===== src/rtl/alu_op_sequencer.sv =====
// alu_op_sequencer: issue/collect stage wrapped around a 16-bit ALU slice.
// Takes requests over a valid/ready handshake, drives the ALU, captures its
// flags and returns a registered response. ADD32/SUB32 run as two passes,
// with the low-pass carry-out fed into the high-pass carry-in.
// Optional build macro: ALU_SEQ_STICKY_OVF_EN adds sticky_clr/sticky_ovf.
module alu_op_sequencer #(
    parameter int unsigned ALU_W = 16
) (
    input  logic                 clk,
    input  logic                 rst,
    input  logic                 req_valid,
    output logic                 req_ready,
    input  logic [2:0]           req_cmd,
    input  logic [2*ALU_W-1:0]   req_a,
    input  logic [2*ALU_W-1:0]   req_b,
    output logic                 rsp_valid,
    input  logic                 rsp_ready,
    output logic [2*ALU_W-1:0]   rsp_result,
    output logic                 rsp_cout,
    output logic                 rsp_overflow,
    output logic                 rsp_zero,
    output logic [ALU_W-1:0]     alu_a,
    output logic [ALU_W-1:0]     alu_b,
    output logic                 alu_cin,
    output logic                 alu_less,
    output logic [2:0]           alu_op,
    input  logic [ALU_W-1:0]     alu_result,
    input  logic                 alu_cout,
    input  logic                 alu_overflow,
    input  logic                 alu_zero,
    input  logic                 alu_set
`ifdef ALU_SEQ_STICKY_OVF_EN
    ,
    input  logic                 sticky_clr,
    output logic                 sticky_ovf
`endif
);

    localparam int unsigned DW = 2 * ALU_W;

    typedef enum logic [1:0] {
        S_IDLE = 2'd0,
        S_LO   = 2'd1,
        S_HI   = 2'd2,
        S_RESP = 2'd3
    } state_t;

    typedef enum logic [2:0] {
        CMD_AND   = 3'b000,
        CMD_OR    = 3'b001,
        CMD_ADD   = 3'b010,
        CMD_SUB   = 3'b011,
        CMD_SLT   = 3'b100,
        CMD_ADD32 = 3'b101,
        CMD_SUB32 = 3'b110,
        CMD_CMP   = 3'b111
    } cmd_t;

    typedef enum logic [2:0] {
        OP_AND = 3'b000,
        OP_OR  = 3'b001,
        OP_ADD = 3'b010,
        OP_SUB = 3'b110,
        OP_SLT = 3'b111
    } alu_op_t;

    state_t           state_q, state_d;
    cmd_t             cmd_q,   cmd_d;
    logic [DW-1:0]    a_q,     a_d;
    logic [DW-1:0]    b_q,     b_d;
    logic [DW-1:0]    res_q,   res_d;
    logic             cout_q,  cout_d;
    logic             ovf_q,   ovf_d;
    logic             zero_q,  zero_d;
    alu_op_t          op_sel;

    // Signed less-than correction; alu_set never depends on alu_less, so no loop.
    assign alu_less = alu_set ^ alu_overflow;

    assign alu_op       = op_sel;
    assign rsp_result   = res_q;
    assign rsp_cout     = cout_q;
    assign rsp_overflow = ovf_q;
    assign rsp_zero     = zero_q;

    // State and datapath registers; reset discards any in-flight op or response.
    always_ff @(posedge clk) begin
        if (rst) begin
            state_q <= S_IDLE;
            cmd_q   <= CMD_AND;
            a_q     <= '0;
            b_q     <= '0;
            res_q   <= '0;
            cout_q  <= 1'b0;
            ovf_q   <= 1'b0;
            zero_q  <= 1'b0;
        end else begin
            state_q <= state_d;
            cmd_q   <= cmd_d;
            a_q     <= a_d;
            b_q     <= b_d;
            res_q   <= res_d;
            cout_q  <= cout_d;
            ovf_q   <= ovf_d;
            zero_q  <= zero_d;
        end
    end

    // Next-state, ALU drive and result capture for each pass.
    always_comb begin
        state_d   = state_q;
        cmd_d     = cmd_q;
        a_d       = a_q;
        b_d       = b_q;
        res_d     = res_q;
        cout_d    = cout_q;
        ovf_d     = ovf_q;
        zero_d    = zero_q;
        req_ready = 1'b0;
        rsp_valid = 1'b0;
        alu_a     = '0;
        alu_b     = '0;
        alu_cin   = 1'b0;
        op_sel    = OP_AND;

        case (state_q)
            S_IDLE: begin
                req_ready = 1'b1;
                if (req_valid) begin
                    cmd_d   = cmd_t'(req_cmd);
                    a_d     = req_a;
                    b_d     = req_b;
                    state_d = S_LO;
                end
            end

            S_LO: begin
                alu_a = a_q[ALU_W-1:0];
                alu_b = b_q[ALU_W-1:0];
                case (cmd_q)
                    CMD_AND:   op_sel = OP_AND;
                    CMD_OR:    op_sel = OP_OR;
                    CMD_ADD:   op_sel = OP_ADD;
                    CMD_ADD32: op_sel = OP_ADD;
                    CMD_SLT: begin
                        op_sel  = OP_SLT;
                        alu_cin = 1'b1;
                    end
                    CMD_SUB, CMD_SUB32, CMD_CMP: begin
                        op_sel  = OP_SUB;
                        alu_cin = 1'b1;
                    end
                    default: op_sel = OP_AND;
                endcase

                res_d              = '0;
                res_d[ALU_W-1:0]   = alu_result;
                cout_d             = alu_cout;
                ovf_d              = alu_overflow;
                zero_d             = alu_zero;

                case (cmd_q)
                    CMD_AND, CMD_OR: begin
                        cout_d = 1'b0;
                        ovf_d  = 1'b0;
                    end
                    CMD_SLT: begin
                        cout_d = 1'b0;
                        ovf_d  = 1'b0;
                        zero_d = (alu_result == '0);
                    end
                    CMD_CMP: res_d = '0;
                    default: ;
                endcase

                if (cmd_q == CMD_ADD32 || cmd_q == CMD_SUB32) begin
                    state_d = S_HI;
                end else begin
                    state_d = S_RESP;
                end
            end

            S_HI: begin
                alu_a   = a_q[DW-1:ALU_W];
                alu_b   = b_q[DW-1:ALU_W];
                op_sel  = (cmd_q == CMD_SUB32) ? OP_SUB : OP_ADD;
                // cout_q still holds the low-pass carry here.
                alu_cin = cout_q;
                res_d[DW-1:ALU_W] = alu_result;
                cout_d  = alu_cout;
                ovf_d   = alu_overflow;
                zero_d  = zero_q & alu_zero;
                state_d = S_RESP;
            end

            S_RESP: begin
                rsp_valid = 1'b1;
                if (rsp_ready) begin
                    state_d = S_IDLE;
                end
            end

            default: state_d = S_IDLE;
        endcase
    end

`ifdef ALU_SEQ_STICKY_OVF_EN
    logic sticky_q;

    // Sticky overflow: set by a delivered overflowing response; set beats clear.
    always_ff @(posedge clk) begin
        if (rst) begin
            sticky_q <= 1'b0;
        end else if (state_q == S_RESP && rsp_ready && ovf_q) begin
            sticky_q <= 1'b1;
        end else if (sticky_clr) begin
            sticky_q <= 1'b0;
        end
    end

    assign sticky_ovf = sticky_q;
`endif

endmodule


===== config.mk =====
export PLATFORM = sky130hd
export DESIGN_NAME = alu_op_sequencer
export DESIGN_NICKNAME = d
export VERILOG_FILES = /design/src/rtl/alu_op_sequencer.sv
export SDC_FILE = /design/constraint.sdc
export NUM_CORES = 1
export LEC_CHECK = 0
export CAP_MARGIN = 20
export CELL_PAD_IN_SITES_DETAIL_PLACEMENT = 0
export CELL_PAD_IN_SITES_GLOBAL_PLACEMENT = 1
export CORE_ASPECT_RATIO = 1.25
export CORE_MARGIN = 2
export CORE_UTILIZATION = 32
export CTS_CLUSTER_SIZE = 12
export DETAILED_ROUTE_END_ITERATION = 10
export HOLD_SLACK_MARGIN = 0.06
export PLACE_DENSITY_LB_ADDON = 0.1
export SETUP_SLACK_MARGIN = 0.2
export SLEW_MARGIN = 0
export SYNTH_ARGS = -nofsm -noshare
export SYNTH_HDL_FRONTEND = slang
export SYNTH_SLANG_ARGS = --single-unit

===== constraint.sdc =====
create_clock -name clk -period 2.5 [get_ports clk]
set_clock_uncertainty 0.1 [all_clocks]
set_input_delay 0.5 -clock clk [delete_from_list [all_inputs] [get_ports clk]]
set_output_delay 0.5 -clock clk [all_outputs]
set_load 0.01 [all_outputs]

==> run_results.csv <==
group,metric,value,unit
layout,final_core_utilization,0.4741,
clock_network,cts_buffers,9,
clock_network,htree_levels,3,
clock_network,cts_tree,"done",
layout,postLayoutCellArea,6549,sq um
timing,slew_violations,0,
grt,via_count_of_the_first_global_routing_pass,4041,
detailed_routing,detail_route.wl_per_cell,15.01,microns
timing,timing.max_slew.rel_slack,0.6958,
timing,rsz_0062_raised_after_global_routing,"yes",
timing,final-hold-violation-count,0,
grt,grt_antenna_before_repair,0,
floorplanning,placeableCoreArea,13810,sq um
floorplanning,fp_rows,48,
setup_path,r2r-end,"rsp_result[24]",
synthesis,asyncSetResetFlopFracSynth,0,
place,gp_routability_congestion,0.7705,
synthesis,synth_unique_cells,43,
clock_network,cts_max_path_buffers,2,
setup_path,worstPathArrival,1.73,ns
floorplanning,die_h,136.8,microns
detailed_routing,remaining_drc_errors,0,
pwr,power,6236,uW
setup_path,worstPathMaxFanout,15,
setup_path,worstSetupStartpointType,"register",
setup_path,cp_num_buf_inv,3,
detailed_routing,dr.pass1.iters,4,
setup_path,timing.setup.critical_path_class,"register to primary output",
pwr,cell_area_power_density,952.2,nW/um^2
synthesis,synth_enable_flop_cells,0,
synthesis,yosys_warns,0,
layout,post_route_cells_drive_above_1_share,0.1836,
place,dpl-instance-area,6284,sq um
pwr,sequential_cell_fraction_of_total_power,0.348,
pwr,p_int,4077,uW
setup_path,timing.critical_path.cells,"inv_4, ha_4, and2_4, buf_12, a22o_1, buf_2",
synthesis,syn-num-nets,632,
setup_path,ff2ff_path_depth,8,
grt,grt_start_max_net_pins,46,
flow_run,maxCapViolCount,0,
detailed_routing,vias,4167,
synthesis,most_used_flip_flop_cell_after_synthesis,"sky130_fd_sc_hd__dfxtp_1",
pwr,leakagePower,0.002517,uW
clock_network,worstSkewPairLatency,0.34,ns
grt,grt_overflow,0,
pwr,power.combinational.fraction,0.413,
timing,worst_tran_pin_value,0.4521,ns
setup_path,cpPeakStageDelay,0.36,ns
floorplanning,io_pins,165,
detailed_routing,viasPerCell,4.779,
setup_path,crit_path_top_delay_cell,"sky130_fd_sc_hd__dfxtp_2",
setup_path,crit_end,"alu_b[3]",
pwr,fraction_of_power_consumed_by_the_clock_network,0.239,
place,port_buffers,164,
layout,nNetsFinal,789,
setup_path,crit_path_start,"state_q[0]",
detailed_routing,drt_first_iter_violations,158,
synthesis,netlist_instances,536,
synthesis,synth-seq-cells,104,
clock_network,clkTransAtPathRegs,0.07,ns
floorplanning,initial_core_util,0.3267,
place,hpwl,9348,microns
pwr,netSwitchingPower,2159,uW
floorplanning,floorplan.die_area,15080,sq um
timing,max_freq,428.8,MHz
setup_path,r2r_slack,0.78,ns
place,place_ws,-0.06046,ns
min_path,hold_depth,2,
detailed_routing,wirelength,13090,microns
floorplanning,die_width,110.2,microns
timing,post-route-period-util,0.9328,
layout,antenna_cells,0,
synthesis,register_area_share_after_synthesis,0.4613,
setup_path,worst_setup_path_end_kind,"primary output",
timing,setup_viol_count_final,0,
pwr,ir_worst_vdd,390.2,uV
layout,synthToLayoutAreaGrowth,45.11,%
clock_network,clock_sink_count,104,
grt,aggregate_global_route_resource_usage,0.1722,
synthesis,synthesis.area_per_instance,8.420,sq um
outcome,status,"finished clean",
setup_path,worst_r2r_startpoint,"state_q[0]",
setup_path,required_time_of_the_worst_setup_path,1.90,ns
clock_network,cts_root_buffer,"sky130_fd_sc_hd__clkbuf_16",
grt,grt_pass1_wl,20100,microns
setup_path,critical_path.top_delay_family,"flip-flops",
min_path,hold_class,"register to register",
timing,fin_ws,0.1680,ns
synthesis,cell_area_after_technology_mapping,4513,sq um
detailed_routing,route.antenna.remaining_nets,0,
pwr,power_switching_share,0.3463,
timing,timing.final.crit_period,2.332,ns
setup_path,cp.depth,6,
-- sequential cells by signal, indices dropped and copies added, names as in the netlist --
signal and count:
b_q 32, rsp_overflow 1, cmd_q 3, rsp_zero 1, rsp_cout 1, a_q 32, state_q 2, rsp_result 32
-- cells in the mapped netlist, types with 2 or more instances --
| cell type | count | area [sq um] |
|---|---|---|
| sky130_fd_sc_hd__a22o_1 | 32 | 280.3 |
| sky130_fd_sc_hd__nor2b_1 | 15 | 93.84 |
| sky130_fd_sc_hd__nand2b_1 | 20 | 125.1 |
| sky130_fd_sc_hd__buf_8 | 2 | 30.03 |
| sky130_fd_sc_hd__buf_6 | 12 | 135.1 |
| sky130_fd_sc_hd__xnor2_1 | 2 | 17.52 |
| sky130_fd_sc_hd__a21oi_2 | 16 | 140.1 |
| sky130_fd_sc_hd__o21ai_0 | 2 | 10.01 |
| sky130_fd_sc_hd__nor3_1 | 2 | 10.01 |
| sky130_fd_sc_hd__nor2_2 | 16 | 100.1 |
| sky130_fd_sc_hd__a21oi_1 | 87 | 435.4 |
| sky130_fd_sc_hd__and2_1 | 3 | 18.77 |
| sky130_fd_sc_hd__nor2_1 | 2 | 7.510 |
| sky130_fd_sc_hd__nand3_1 | 18 | 90.09 |
| sky130_fd_sc_hd__ha_1 | 5 | 62.56 |
| sky130_fd_sc_hd__buf_4 | 4 | 30.03 |
| sky130_fd_sc_hd__clkbuf_1 | 13 | 48.80 |
| sky130_fd_sc_hd__nor4_1 | 3 | 18.77 |
| sky130_fd_sc_hd__inv_1 | 3 | 11.26 |
| sky130_fd_sc_hd__dfxtp_1 | 104 | 2082 |
| sky130_fd_sc_hd__buf_2 | 15 | 75.07 |
| sky130_fd_sc_hd__nand2_1 | 139 | 521.8 |
-- worst reg2reg max path, delay by kind of cell (launching register included) --
kind | cells | cell delay, ns
buffers and inverters | 4 | 0.51
DFF | 1 | 0.36
adders and majority gates | 1 | 0.25
and+or+nand+nor | 2 | 0.23
AOI/OAI and AO/OA | 1 | 0.17
-- worst min-delay path by stage --
stage / from / to / slack (ns)
3_3_place_gp: b_q[0] / b_q[0] / 0.34
6_report: a_q[15] / a_q[15] / 0.35
3_5_place_dp: b_q[0] / b_q[0] / 0.35
4_1_cts: a_q[15] / a_q[15] / 0.36
5_1_grt: a_q[5] / a_q[5] / 0.37
2_1_floorplan: a_q[0] / a_q[0] / 0.34
-- area by class of cell --
cell class                      count  area, sq um
Clock buffer                       12        266.5
Clock inverter                      3        47.55
Fill cell                        1415         7264
Inverter                            3        13.76
Multi-Input combinational cell    382         2135
Sequential cell                   104         2085
Tap cell                          175        219.0
Timing Repair Buffer              193         1783
-- kinds of logic (layout without fill, tap and decap cells) --
group,count (synthesis),after routing,share of synthesized area
AND/OR/NAND/NOR,227,227,0.2332
buffers and inverters,50,211,0.07402
flip-flops,104,104,0.4613
adder cells (fa/ha/maj),5,5,0.01386
XOR/XNOR,3,3,0.005823
AO/OA/AOI/OAI,147,147,0.2118
-- placed cells by master, fill, tap and decap left out, types with 2 or more instances in the layout --
cell                              instances
sky130_fd_sc_hd__nor4_1                   3
sky130_fd_sc_hd__o21ai_0                  2
sky130_fd_sc_hd__ha_1                     3
sky130_fd_sc_hd__a21oi_1                 86
sky130_fd_sc_hd__nand3_1                 18
sky130_fd_sc_hd__clkbuf_2                 3
sky130_fd_sc_hd__buf_4                   19
sky130_fd_sc_hd__buf_6                    2
sky130_fd_sc_hd__clkbuf_16                9
sky130_fd_sc_hd__a21oi_2                 17
sky130_fd_sc_hd__buf_2                   33
sky130_fd_sc_hd__clkdlybuf4s50_1        126
sky130_fd_sc_hd__and2_4                   2
sky130_fd_sc_hd__dfxtp_1                102
sky130_fd_sc_hd__clkbuf_8                 3
sky130_fd_sc_hd__buf_8                    4
sky130_fd_sc_hd__nand2b_1                20
sky130_fd_sc_hd__nor2b_1                 15
sky130_fd_sc_hd__dfxtp_2                  2
sky130_fd_sc_hd__ha_4                     2
sky130_fd_sc_hd__nand2_1                138
sky130_fd_sc_hd__inv_6                    2
sky130_fd_sc_hd__nor3_1                   2
sky130_fd_sc_hd__buf_12                   4
sky130_fd_sc_hd__nor2_1                   2
sky130_fd_sc_hd__nor2_2                  16
sky130_fd_sc_hd__a22o_1                  32
sky130_fd_sc_hd__xnor2_1                  2
-- routing by layer --
metal	vias up	GRT usage	routed length [microns]
met1	1918	0.2104	5613
met3	15	0.02810	716
met5	-	0	0
li1	2110	-	-
met2	124	0.2969	6512
met4	0	0.07153	246
-- repair_timing --
action,4_1_cts,5_1_grt
cloned,1,0
buffers inserted,2,2
endpoints found under the setup margin,37,36
pin swaps,5,2
hold buffers,0,0
gates resized for setup,157,9
-- power groups by stage --
stage	clock network, uW	registers (uW)	logic, uW
floorplan	0	2200	1530
global placement	0	2200	2410
detailed placement	0	2200	2460
CTS	1550	2170	2590
global route	1600	2210	2840
finish	1490	2170	2570
-- metrics by stage --
step | hold slack [ns] | TNS (ns) | cells
finish | 0.3540 | 0 | 872
global route | 0.3701 | 0 | 872
CTS | 0.3559 | 0 | 870
detailed placement | 0.3460 | -0.3618 | 852
global placement | 0.3423 | 0 | 852
floorplan | 0.3360 | 0 | 536
Power figures use the tool's default switching activity.
==> RTL change 1 (config.mk and constraints unchanged) <==
The parameter `ALU_W` goes from 16 to 32.
--- a/src/rtl/alu_op_sequencer.sv
+++ b/src/rtl/alu_op_sequencer.sv
@@ -6,3 +6,3 @@
 module alu_op_sequencer #(
-    parameter int unsigned ALU_W = 16
+    parameter int unsigned ALU_W = 32
 ) (
Interface: changed (6 resized); port bits go from 165 to 309. No check against the original RTL was run, so the function may have changed too.
==> RTL change 1 against the unedited design <==
The run now ends with setup timing left; worst setup slack got worse by 0.25 ns; sequential cell count increased by 96; non-clock buffer count increased by 180; power increased by 86%; clock power increased by 81%; via count increased by 82%; synthesized area increased by 69%; count of clock-buffer cells in the layout increased by 6; cell area increased by 85%; critical path depth increased by 2; wire length increased by 110%; sequential power increased by 90%; critical path type unchanged; largest power group unchanged.
==> RTL change 1: results (changes against the unedited design) <==
* Hold endpoint: a_q[26]
* Worst IR Drop VDD at 0.000688 V (+76%)
* Setup TNS at -1.73 ns (-1.73 ns)
* CP top delay family: buffers and inverters
* LEAKAGE at 0.00475 uW (+89%)
* Total vias in the final route at 7602 (+82%)
* Slew @ Worst Pin at 0.622 ns (+0.170 ns)
* Largest net degree at the start of global routing at 70 (+52%)
* DPL Wire Length at 17500 microns (+87%)
* ANT cells at 1 (+1)
* Clock sink total at 200 (+92%)
* Failing checks: setup timing
* Sequential share of the synthesized area at 52.4% (+6.3 points)
* Top cells by count, synth: nand2_1, dfxtp_1, a21oi_1, nor2_1, a22oi_1
* Nonclk buf count at 373 (+93%)
* GP Congestion at 0.749 (-2.9%)
* Nonclk inv count at 6 (+3)
* Synth Area in XOR/XNOR at 0.344% (-0.24 points)
* Run status: finished with violations
* Worst path arrival time at 1.98 ns (+0.25 ns)
* Die width at 142 microns (+29%)
* Synth Area in Compound Gates at 23.6% (+2.4 points)
* Post-synthesis instance total at 925 (+73%)
* First-pass GRT wire length at 40200 microns (+100%)
* RR Endpoint: rsp_result[41]
* Crit Path Max Fanout at 7 (-8)
* Largest cells by area after synthesis: dfxtp_1, nand2_1, a21oi_1, a22o_1, a22oi_1
* Via density at 4.93 (+3.2%)
* Slowest cell delay on critical path at 0.33 ns (-0.03 ns)
* IO Port Bufs at 308 (+88%)
* TritonRoute pass-1 iters at 6 (+2)
* Setup violators final at 48 (+48)
* Leading cell kind: flip-flops and latches
* Clkbuf count at 18 (+6)
* Layout cell share with drive strength beyond 1 at 14.7% (-3.7 points)
* Flop-to-flop setup slack at 0.54 ns (-0.24 ns)
* Hold_sp: a_q[26]
* Starting DRT DRC Count at 327 (+110%)
* Layout net count at 1412 (+79%)
* DR WL/cell at 17.4 microns (+16%)
* Gr usage total at 20.5% (+3.2 points)
* Fin worst setup slack at -0.0793 ns (-0.247 ns)
* CTS H-tree lvls at 4 (+1)
* Vias in the first global route at 7168 (+77%)
* Clock-cell share at 4.69% (-0.11 points)
* DP Worst Slack at -0.0423 ns (+0.0182 ns)
* Distinct cells, synth at 33 (-23%)
* Num CTS Buffers at 17 (+8)
* Synthesized Nets at 1101 (+74%)
* Seq/total area at 33.1% (+1.2 points)
* Post-Synth Adder-Cell Area at 0.819% (-0.57 points)
* Net Sw Power at 4180 uW (+94%)
* PD cells at 956 mW/mm^2 (+0.40%)
[RTL change 1: cell count changes in the layout (fill, tap and decap cells not counted), sizes merged, moves of 52 or more]
cell / before / now
nand2: 139 / 267
clkdlybuf4s50: 126 / 237
dfxtp: 104 / 200
buf: 63 / 131
a22oi: 0 / 67
nor2: 18 / 70
[RTL change 1: power by group through the flow]
| stage | clock network [uW] | registers, uW | logic, uW |
|---|---|---|---|
| 2_1_floorplan | 0 | 4190 | 2110 |
| 3_3_place_gp | 0 | 4200 | 4040 |
| 3_5_place_dp | 0 | 4200 | 4060 |
| 4_1_cts | 2770 | 4130 | 4660 |
| 5_1_grt | 2880 | 4200 | 5190 |
| 6_report | 2690 | 4130 | 4770 |
[RTL change 1: what timing repair did]
action	CTS	global route
endpoints found under the setup margin	70	69
buffers inserted	21	2
resized for setup	316	10
gates cloned	7	3
pin swaps	43	13
[RTL change 1: how the worst max path moves through the flow]
| stage | endpoint | slack (ns) | depth (start not counted) |
|---|---|---|---|
| 2_1_floorplan | alu_op[1] | 0.30 | 7 |
| 3_3_place_gp | alu_op[2] | -0.007 | 8 |
| 3_5_place_dp | alu_op[2] | -0.04 | 8 |
| 4_1_cts | alu_b[10] | -0.11 | 8 |
| 5_1_grt | alu_b[26] | -0.17 | 8 |
| 6_report | alu_b[10] | -0.08 | 8 |
[RTL change 1: metal layers]
layer / wire [microns] / vias to the layer above / global-route usage [%]
met5: 0 / - / 0
met4: 501 / 0 / 6.79
met3: 1890 / 25 / 5.44
met2: 12900 / 238 / 33.7
met1: 11600 / 3553 / 26.0
li1: - / 3786 / -
==> RTL change 2 (same settings) <==
Without the edit above. `b_q` no longer has a reset.
--- a/src/rtl/alu_op_sequencer.sv
+++ b/src/rtl/alu_op_sequencer.sv
@@ -91,3 +91,2 @@
             a_q     <= '0;
-            b_q     <= '0;
             res_q   <= '0;
@@ -100,3 +99,2 @@
             a_q     <= a_d;
-            b_q     <= b_d;
             res_q   <= res_d;
@@ -106,2 +104,6 @@
         end
+    end
+
+    always_ff @(posedge clk) begin
+        b_q <= b_d;
     end
Formal check against the unedited RTL: no difference found for any inputs over 10 cycles, from zero or initial values and one cycle with rst high; that may be too few to reach the edited logic, so the function may still have changed.
==> RTL change 2 against the unedited design <==
Critical endpoint is now alu_b[10]; power decreased by 0.67%; wire length decreased by 8.4%; sequential cell count unchanged; fmax decreased by 0.59%; cell area decreased by 2.2%; register-to-register slack got worse by 0.05 ns; critical path type unchanged; non-clock buffer count decreased by 10; synthesized area decreased by 4.1%; synthesized cell count decreased by 20%; worst setup slack got worse by 0.014 ns; combinational power decreased by 4%; sequential share of layout area increased by 5.7 points.
==> RTL change 2: results (changes against the unedited design) <==
* Run status: completed
* Largest net degree at the start of global routing at 36 (-22%)
* Slew @ Worst Pin at 0.553 ns (+0.101 ns)
* Largest cells by area after synthesis: dfxtp_1, edfxtp_1, a21oi_1, a22o_1, nand2_1
* Total vias in the final route at 3665 (-12%)
* DPL Wire Length at 8190 microns (-12%)
* RR Endpoint: rsp_result[21]
* Worst R2R Path Depth at 7 (-1)
* First-pass GRT wire length at 18900 microns (-6.0%)
* Slowest cell delay on critical path at 0.34 ns (-0.02 ns)
* Cells after DPL at 744 (-13%)
* CP endpoint: alu_b[10]
* Top cells by count, synth: nand2_1, dfxtp_1, a21oi_1, a22o_1, edfxtp_1
* Post-Synth Adder-Cell Area at 1.45% (+0.060 points)
* TritonRoute pass-1 iters at 4 (unchanged)
* Post-synth EDFFs at 32 (+32)
* Synth Area in XOR/XNOR at 0.607% (+0.025 points)
* Distinct cells, synth at 45 (+4.7%)
* IO Port Bufs at 164 (unchanged)
* Longest Clk Path Bufs at 2 (unchanged)
* Post-DP Area at 0.00614 sq mm (-2.3%)
* Worst path arrival time at 1.75 ns (+0.02 ns)
* Crit Path Max Fanout at 13 (-2)
* Net Sw Power at 2090 uW (-3.2%)
* GP Congestion at 0.728 (-5.5%)
* Starting DRT DRC Count at 137 (-13%)
* Sequential share of the synthesized area at 55.5% (+9.4 points)
* Wirelength, routed at 12000 microns (-8.4%)
* Post-synth ARST share at 0% (unchanged)
* Post-CTS Setup Inserts at 0 (-2)
* Layout net count at 683 (-13%)
* Synthesized Nets at 523 (-17%)
* Mean post-synth cell area at 10.1 sq um (+20%)
* Worst IR Drop VDD at 0.000404 V (+3.6%)
* Synth Area in Compound Gates at 18.3% (-2.9 points)
* Gr usage total at 16.8% (-0.45 points)
* Layout cell share with drive strength beyond 1 at 19.9% (+1.6 points)
-- RTL change 2: cell types whose count changed after synthesis, moves of 4 or more --
cell,before,now
nand2_1,139,74
dfxtp_1,104,72
edfxtp_1,0,32
a21oi_1,87,56
buf_6,12,6
buf_2,15,10
clkbuf_1,13,9
-- RTL change 2: cell families (layout without fill, tap and decap cells) --
| group | Yosys count | in the layout |
|---|---|---|
| AND/OR/NAND/NOR | 162 | 162 |
| AO/OA/AOI/OAI | 115 | 115 |
| flip-flops | 104 | 104 |
| buffers and inverters | 38 | 203 |
| adder cells (fa/ha/maj) | 5 | 5 |
| XOR/XNOR | 3 | 3 |
-- RTL change 2: power groups by stage --
stage               Sequential (uW)  Clock (uW)  Combinational, uW
floorplan                      2330           0               1370
global placement               2330           0               2410
detailed placement             2330           0               2440
CTS                            2300        1480               2500
global route                   2350        1540               2690
finish                         2300        1420               2470
-- RTL change 2: how the worst min path moves through the flow --
| stage | slack [ns] | depth (start not counted) | startpoint | to |
|---|---|---|---|---|
| after floorplan | 0.34 | 2 | a_q[0] | a_q[0] |
| after global placement | 0.34 | 2 | a_q[4] | a_q[4] |
| final | 0.36 | 2 | a_q[9] | a_q[9] |
| after detailed placement | 0.35 | 2 | a_q[15] | a_q[15] |
| after CTS | 0.36 | 2 | a_q[9] | a_q[9] |
| after global routing | 0.38 | 2 | a_q[19] | a_q[19] |
-- RTL change 2: repair_timing --
| item | 4_1_cts | 5_1_grt |
|---|---|---|
| resized for setup | 159 | 4 |
| setup endpoints to repair | 36 | 36 |
| pin swaps | 6 | 3 |
| cloned | 3 | 0 |
-- RTL change 2: through the flow --
stage / power [uW] / hold WS (ns) / setup WS [ns]
6_report: 6190 / 0.356 / 0.154
5_1_grt: 6580 / 0.377 / 0.0748
4_1_cts: 6280 / 0.357 / 0.133
3_5_place_dp: 4770 / 0.346 / 0.0169
3_3_place_gp: 4740 / 0.343 / 0.0320
2_1_floorplan: 3700 / 0.336 / 0.424
-- RTL change 2: worst max-delay path: cells and delay by family, from the launching register on --
| family | cells | cell delay [ns] |
|---|---|---|
| AO/OA/AOI/OAI | 1 | 0.23 |
| adder cells (fa/ha/maj) | 1 | 0.25 |
| buffers and inverters | 3 | 0.37 |
| flip-flops | 1 | 0.34 |
| AND/OR/NAND/NOR | 1 | 0.22 |
-- RTL change 2: routing by layer --
metal	part of all wire [%]	track usage [%]
met3	6.5	4.28
met2	51	29.2
met1	41	19.9
met4	1.7	5.70
met5	0	0
-- RTL change 2: area by class of cell --
type                       instances  area, sq um
clock buffer                       9          225
clock inverter                     7         77.6
fill                            1291         6830
inverter                           4         15.0
multi-input combinational        285         1730
sequential                       104         2400
tap                              171          214
timing repair buffer             183         1740
